### config.mk
export PLATFORM = sky130hd
export DESIGN_NAME = dffram_port_arbiter_flat
export DESIGN_NICKNAME = d
export VERILOG_FILES = /design/src/rtl/dffram_port_arbiter_pkg.sv /design/src/rtl/dffram_port_arbiter_if.sv /design/src/rtl/dffram_arb_starve_ctr.sv /design/src/rtl/dffram_port_arbiter.sv /design/src/flat_wrapper.sv
export SDC_FILE = /design/constraint.sdc
export NUM_CORES = 1
export LEC_CHECK = 0
export BUFFER_PORTS_ARGS = -buffer_cell sky130_fd_sc_hd__buf_2
export CAP_MARGIN = 40
export CORE_MARGIN = 8
export CORE_UTILIZATION = 37
export DETAILED_ROUTE_END_ITERATION = 8
export GPL_ROUTABILITY_DRIVEN = 0
export GPL_TIMING_DRIVEN = 1
export HOLD_SLACK_MARGIN = 0.08
export PLACE_DENSITY = 0.81
export RECOVER_POWER = 25
export SETUP_SLACK_MARGIN = 0.5
export SLEW_MARGIN = 20
export SYNTH_ARGS = -nofsm -noshare
export SYNTH_HDL_FRONTEND = slang
export SYNTH_SLANG_ARGS = --single-unit
### constraint.sdc
create_clock -name core_clk_i -period 1.7 [get_ports core_clk_i]
set_clock_uncertainty 0.05 [all_clocks]
set_input_delay 0.085 -clock core_clk_i [delete_from_list [all_inputs] [get_ports core_clk_i]]
set_output_delay 0.085 -clock core_clk_i [all_outputs]
set_load 0.01 [all_outputs]
### src/rtl/dffram_port_arbiter_pkg.sv
// rtl/dffram_port_arbiter_pkg.sv - shared constants for the mgmt DFFRAM arbiter
// Return-tag encoding and default geometry, shared with the DFFRAM wrapper.
package dffram_port_arbiter_pkg;

  localparam int DEF_AW = 8;
  localparam int DEF_DW = 32;

  localparam logic [1:0] OWN_NONE = 2'd0;
  localparam logic [1:0] OWN_CPU  = 2'd1;
  localparam logic [1:0] OWN_HK   = 2'd2;

endpackage

### src/rtl/dffram_port_arbiter_if.sv
// rtl/dffram_port_arbiter_if.sv - CPU, housekeeping and DFFRAM signal bundle
// master is the requester/RAM side, slave is the arbiter.
interface dffram_port_arbiter_if #(
  parameter int AW = 8,
  parameter int DW = 32
);
  logic          cpu_en;
  logic [3:0]    cpu_we;
  logic [AW-1:0] cpu_addr;
  logic [DW-1:0] cpu_wdata;
  logic          cpu_stall;
  logic [DW-1:0] cpu_rdata;
  logic          cpu_rvalid;

  logic          hk_req;
  logic [AW-1:0] hk_addr;
  logic          hk_gnt;
  logic [DW-1:0] hk_rdata;
  logic          hk_rvalid;

  logic          ram_en;
  logic [3:0]    ram_we;
  logic [AW-1:0] ram_addr;
  logic [DW-1:0] ram_wdata;
  logic [DW-1:0] ram_rdata;

  modport master (
    output cpu_en, cpu_we, cpu_addr, cpu_wdata, hk_req, hk_addr, ram_rdata,
    input  cpu_stall, cpu_rdata, cpu_rvalid, hk_gnt, hk_rdata, hk_rvalid,
    input  ram_en, ram_we, ram_addr, ram_wdata
  );

  modport slave (
    input  cpu_en, cpu_we, cpu_addr, cpu_wdata, hk_req, hk_addr, ram_rdata,
    output cpu_stall, cpu_rdata, cpu_rvalid, hk_gnt, hk_rdata, hk_rvalid,
    output ram_en, ram_we, ram_addr, ram_wdata
  );
endinterface

### src/rtl/dffram_arb_starve_ctr.sv
// rtl/dffram_arb_starve_ctr.sv - saturating wait counter for a low-priority requester
// expired_o rises once a pending request has been refused MAX_WAIT times in a row.
module dffram_arb_starve_ctr #(
  parameter int MAX_WAIT = 4
) (
  input  logic core_clk_i,
  input  logic core_rstn_i,
  input  logic req_i,
  input  logic gnt_i,
  output logic expired_o
);

  localparam int CW = (MAX_WAIT < 1) ? 1 : $clog2(MAX_WAIT + 1);
  localparam logic [CW-1:0] CNT_MAX = CW'(MAX_WAIT);

  logic [CW-1:0] cnt_d, cnt_q;

  always_comb begin
    cnt_d = cnt_q;
    if (!req_i || gnt_i) begin
      cnt_d = '0;
    end else if (cnt_q < CNT_MAX) begin
      cnt_d = cnt_q + CW'(1);
    end
  end

  always_ff @(posedge core_clk_i or negedge core_rstn_i) begin
    if (!core_rstn_i) begin
      cnt_q <= '0;
    end else begin
      cnt_q <= cnt_d;
    end
  end

  assign expired_o = (cnt_q >= CNT_MAX);

endmodule

### src/rtl/dffram_port_arbiter.sv
// rtl/dffram_port_arbiter.sv - CPU-priority arbiter sharing the mgmt DFFRAM with a housekeeping reader
// Grant is combinational; a one-entry return tag routes the RAM's next-cycle data to its owner.
module dffram_port_arbiter
  import dffram_port_arbiter_pkg::*;
#(
  parameter int AW       = DEF_AW,
  parameter int DW       = DEF_DW,
  parameter int MAX_WAIT = 4
) (
  input  logic                  core_clk_i,
  input  logic                  core_rstn_i,
  dffram_port_arbiter_if.slave  bus
);

  logic          hk_win, cpu_win, starve_expired;
  logic          ram_en_d;
  logic [3:0]    ram_we_d;
  logic [AW-1:0] ram_addr_d;
  logic [DW-1:0] ram_wdata_d;
  logic [1:0]    rd_owner_d, rd_owner_q;
  logic [DW-1:0] hk_rdata_d, hk_rdata_q;
  logic          hk_rvalid_d, hk_rvalid_q;

  dffram_arb_starve_ctr #(.MAX_WAIT(MAX_WAIT)) u_starve (
    .core_clk_i  (core_clk_i),
    .core_rstn_i (core_rstn_i),
    .req_i       (bus.hk_req),
    .gnt_i       (hk_win),
    .expired_o   (starve_expired)
  );

  assign hk_win  = bus.hk_req && (!bus.cpu_en || starve_expired);
  assign cpu_win = bus.cpu_en && !hk_win;

  always_comb begin
    ram_en_d    = 1'b0;
    ram_we_d    = 4'h0;
    ram_addr_d  = '0;
    ram_wdata_d = '0;
    rd_owner_d  = OWN_NONE;
    if (hk_win) begin
      ram_en_d   = 1'b1;
      ram_addr_d = bus.hk_addr;
      rd_owner_d = OWN_HK;
    end else if (cpu_win) begin
      ram_en_d    = 1'b1;
      ram_we_d    = bus.cpu_we;
      ram_addr_d  = bus.cpu_addr;
      ram_wdata_d = bus.cpu_wdata;
      rd_owner_d  = (bus.cpu_we == 4'h0) ? OWN_CPU : OWN_NONE;
    end
  end

  // hk data is captured one cycle after the RAM returns it, hence the N+2 pulse.
  assign hk_rvalid_d = (rd_owner_q == OWN_HK);
  assign hk_rdata_d  = hk_rvalid_d ? bus.ram_rdata : hk_rdata_q;

  always_ff @(posedge core_clk_i or negedge core_rstn_i) begin
    if (!core_rstn_i) begin
      rd_owner_q  <= OWN_NONE;
      hk_rdata_q  <= '0;
      hk_rvalid_q <= 1'b0;
    end else begin
      rd_owner_q  <= rd_owner_d;
      hk_rdata_q  <= hk_rdata_d;
      hk_rvalid_q <= hk_rvalid_d;
    end
  end

  assign bus.ram_en     = ram_en_d;
  assign bus.ram_we     = ram_we_d;
  assign bus.ram_addr   = ram_addr_d;
  assign bus.ram_wdata  = ram_wdata_d;
  assign bus.cpu_stall  = bus.cpu_en && hk_win;
  assign bus.hk_gnt     = hk_win;
  assign bus.cpu_rvalid = (rd_owner_q == OWN_CPU);
  assign bus.cpu_rdata  = (rd_owner_q == OWN_CPU) ? bus.ram_rdata : '0;
  assign bus.hk_rdata   = hk_rdata_q;
  assign bus.hk_rvalid  = hk_rvalid_q;

endmodule

### src/flat_wrapper.sv
// flat-port wrapper written by rule: the top's interface ports become plain ports
module dffram_port_arbiter_flat import dffram_port_arbiter_pkg::*;
#(
  parameter int AW       = DEF_AW,
  parameter int DW       = DEF_DW,
  parameter int MAX_WAIT = 4
)
  (core_clk_i, core_rstn_i, bus_cpu_en, bus_cpu_we, bus_cpu_addr, bus_cpu_wdata, bus_hk_req, bus_hk_addr, bus_ram_rdata, bus_cpu_stall, bus_cpu_rdata, bus_cpu_rvalid, bus_hk_gnt, bus_hk_rdata, bus_hk_rvalid, bus_ram_en, bus_ram_we, bus_ram_addr, bus_ram_wdata);
  dffram_port_arbiter_if #(.AW(AW), .DW(DW)) bus_i ();
  input  logic core_clk_i;
  input  logic core_rstn_i;
  input wire logic [$bits(bus_i.cpu_en)-1:0] bus_cpu_en;
  input wire logic [$bits(bus_i.cpu_we)-1:0] bus_cpu_we;
  input wire logic [$bits(bus_i.cpu_addr)-1:0] bus_cpu_addr;
  input wire logic [$bits(bus_i.cpu_wdata)-1:0] bus_cpu_wdata;
  input wire logic [$bits(bus_i.hk_req)-1:0] bus_hk_req;
  input wire logic [$bits(bus_i.hk_addr)-1:0] bus_hk_addr;
  input wire logic [$bits(bus_i.ram_rdata)-1:0] bus_ram_rdata;
  output wire logic [$bits(bus_i.cpu_stall)-1:0] bus_cpu_stall;
  output wire logic [$bits(bus_i.cpu_rdata)-1:0] bus_cpu_rdata;
  output wire logic [$bits(bus_i.cpu_rvalid)-1:0] bus_cpu_rvalid;
  output wire logic [$bits(bus_i.hk_gnt)-1:0] bus_hk_gnt;
  output wire logic [$bits(bus_i.hk_rdata)-1:0] bus_hk_rdata;
  output wire logic [$bits(bus_i.hk_rvalid)-1:0] bus_hk_rvalid;
  output wire logic [$bits(bus_i.ram_en)-1:0] bus_ram_en;
  output wire logic [$bits(bus_i.ram_we)-1:0] bus_ram_we;
  output wire logic [$bits(bus_i.ram_addr)-1:0] bus_ram_addr;
  output wire logic [$bits(bus_i.ram_wdata)-1:0] bus_ram_wdata;
  assign bus_i.cpu_en = bus_cpu_en;
  assign bus_i.cpu_we = bus_cpu_we;
  assign bus_i.cpu_addr = bus_cpu_addr;
  assign bus_i.cpu_wdata = bus_cpu_wdata;
  assign bus_i.hk_req = bus_hk_req;
  assign bus_i.hk_addr = bus_hk_addr;
  assign bus_i.ram_rdata = bus_ram_rdata;
  assign bus_cpu_stall = bus_i.cpu_stall;
  assign bus_cpu_rdata = bus_i.cpu_rdata;
  assign bus_cpu_rvalid = bus_i.cpu_rvalid;
  assign bus_hk_gnt = bus_i.hk_gnt;
  assign bus_hk_rdata = bus_i.hk_rdata;
  assign bus_hk_rvalid = bus_i.hk_rvalid;
  assign bus_ram_en = bus_i.ram_en;
  assign bus_ram_we = bus_i.ram_we;
  assign bus_ram_addr = bus_i.ram_addr;
  assign bus_ram_wdata = bus_i.ram_wdata;
  dffram_port_arbiter #(.AW(AW), .DW(DW), .MAX_WAIT(MAX_WAIT)) u_core (.core_clk_i(core_clk_i), .core_rstn_i(core_rstn_i), .bus(bus_i));
endmodule
==> flow_summary.yaml <==
layout:
  nFillCells: 334
  layout.nets: 522
  antennaDiodeCount: 0
  synthToLayoutAreaGrowth_pct: 102
  stdcell_count: 506
  drive_gt1_frac: 0.682
sta:
  slew_violations: 0
  period_share: 0.953
  setup_viol: 0
  period_minus_slack_ns: 1.62
  holdWs_ns: 0.105
  hold_violations: 0
  fin_setup_tns_ns: 0
  rsz0062_at_grt: "yes"
  max_freq_mhz: 617
  tightest_slew_ns: 0.676
  slew_headroom: 0.549
synthesis:
  yosys.area.top_type: "dfrtp_1"
  syn_inst: 174
  yosysSeqAreaShare: 0.442
  ys_types: 24
  synth_edf_count: 0
  synth_seq_cells: 38
  synthesis.area_sq_um: 2150
  async_flop_share: 1.00
  synth_top_area_share: 0.442
  syn_avg_cell_area_sq_um: 12.4
  syn_nets: 263
  ys_warn_count: 0
  synth_flop_cell: "dfrtp_1"
  synthTopCellsByArea: "dfrtp_1 44%, and2_1 20%, mux2_4 20%"
setup_path:
  max_stage_delay_ns: 0.45
  cp-end-kind: "output pin"
  required_ns: 1.56
  path_buf_inv: 3
  crit_chain: "a21boi_4, buf_12, clkbuf_16, and2_1, buf_2"
  critPathLaunch: "u_core.u_starve.cnt_q[2]"
  r2r-start: "u_core.rd_owner_q[1]"
  cp_max_fo: 11
  critPathKind: "flip-flop to output pin"
  worstPathArrival_ns: 1.49
  critPathSlowestCell: "dfrtp_2"
  crit_path_start_kind: "flip-flop"
  critPathTopFamily: "flip-flops"
route:
  ant_nets: 0
  via_count: 2529
  drtPass1Iterations: 4
  viasPerCell: 5.00
  routed_wl_mm: 11.5
  wl_per_cell_um: 22.8
  dr.first_iter.drc_count: 145
  drc: 0
clocking:
  clock_sinks: 38
  clkTransAtPathRegs_ns: 0.08
  cts_tree: "done"
  ctsLongestPathBuffers: 2
  cts-root-buf: "clkbuf_8"
  worstSkewPairLatency_ns: 0.29
  htreeDepth: 2
  cts_buffers: 5
floorplanning:
  die_x_um: 92.3
  std_cell_rows: 27
  die-area_sq_um: 8520
  start_util: 0.386
  core_sq_um: 5570
  io_pins: 201
  die_y_um: 92.3
power:
  ir_drop_mv: 0.465
  power_density_nw_per_um2: 696
  leakagePower_nw: 2.37
  total_power_w: 0.00304
placement:
  place_inst: 439
  port_buffers: 200
  dp_hpwl_mm: 6.32
worst_hold_path:
  min_from: "bus_cpu_en"
  hold_path_class: "input pin to flip-flop"
global_routing:
  antenna_found_initial: 0
  grt_pass1_wl_mm: 14.4
  grtUsageTotal: 0.214
  grt_overflow_total: 0
  grt_start_max_net_pins: 46
  grt_pass1_vias: 2603
flow_run:
  drv_cap: 0
status:
  status: "finished clean"
## logic make-up (layout without fill, tap and decap cells)
group                    count (synthesis)  in the layout  share of synthesized area
multiplexers                            32             32                      0.218
AND/OR/NAND/NOR                         80             81                      0.236
buffers and inverters                   14            273                     0.0523
AO/OA/AOI/OAI                            9              9                     0.0459
adder cells (fa/ha/maj)                  1              1                    0.00581
flip-flops                              38             38                      0.442
## final cells by class
class / instances / area [sq um] / area share
tap: 72 / 90.1 / 0.0207
sequential: 38 / 952 / 0.218
inverter: 1 / 3.75 / 0.000861
timing repair buffer: 264 / 1980 / 0.453
multi-input combinational: 123 / 1200 / 0.275
clock inverter: 3 / 68.8 / 0.0158
clock buffer: 5 / 68.8 / 0.0158
## worst paths after layout
kind	end	slack (ns)	depth (start not counted)
worst max-delay path	bus_ram_wdata[16]	0.08	5
max in group asynchronous	u_core.bus.hk_rdata[22]	0.71	3
worst min-delay path	u_core.u_starve.cnt_q[2]	0.11	3
worst min register to register	u_core.u_starve.cnt_q[0]	0.40	1
worst max register to register	u_core.bus.hk_rdata[15]	0.22	6
min in group asynchronous	u_core.bus.hk_rdata[5]	0.29	2
## tightest hold or removal path, stage by stage
cell	delay (ns)
buf_2	0.14
nand2b_2	0.12
nor2_1	0.06
## Yosys cell counts (2+ instances only)
library cell / count
mux2_4: 29
clkbuf_1: 2
clkbuf_2: 4
buf_2: 3
and2_1: 70
dfrtp_1: 38
buf_12: 2
a32o_1: 8
mux2_2: 3
## state kept, by name (all words and copies together) (netlist names)
register	flops
u_core.rd_owner_q	2
u_core.bus.hk_rvalid	1
u_core.u_starve.cnt_q	3
u_core.bus.hk_rdata	32
## cells in the final DEF (no fill, tap or decap)
cell	n
clkbuf_8	5
inv_1	1
clkbuf_16	3
buf_4	2
nand2_1	1
ha_1	1
buf_2	157
dfrtp_1	37
and3_1	1
nor2_1	1
and2b_4	1
buf_12	5
and4b_1	1
a32o_1	8
dfrtp_2	1
mux2_4	32
nand2b_2	1
buf_6	47
dlygate4sd3_1	38
and2_1	38
bufinv_16	2
clkbuf_1	9
and2_4	32
nor3b_1	1
buf_16	1
or2_2	1
buf_8	2
nor4_1	1
clkinv_4	1
a21boi_4	1
nand2b_4	2
## routing by layer
metal	part of all wire	GRT usage	vias up
met5	0	0	-
met4	0.022	0.0523	0
li1	-	-	1099
met3	0.086	0.0848	24
met1	0.36	0.219	1223
met2	0.53	0.394	183
## what timing repair did
| action | 4_1_cts | 5_1_grt |
|---|---|---|
| gates cloned | 3 | 7 |
| setup buffers | 5 | 5 |
| resized for setup | 20 | 80 |
| hold endpoints to repair | 72 | 0 |
| pin swaps | 11 | 19 |
| hold buffers | 38 | 0 |
| endpoints found under the setup margin | 104 | 111 |
## where the power goes
part	internal (W)	switching [W]	leakage, nW
clock	0.000588	0.000349	0.0683
combinational	0.000555	0.000424	1.85
sequential	0.00103	0.0000915	0.452
## through the flow
| step | setup WS (ns) | cell area (sq um) | utilization |
|---|---|---|---|
| after floorplan | 0.488 | 2150 | - |
| final | 0.0796 | 4360 | 0.782 |
| after global routing | 0.0103 | 4360 | 0.782 |
| after detailed placement | 0.351 | 3190 | 0.573 |
| after global placement | 0.390 | 3190 | 0.573 |
| after CTS | 0.153 | 3850 | 0.692 |
No activity file was read; power rests on OpenSTA's default activity.
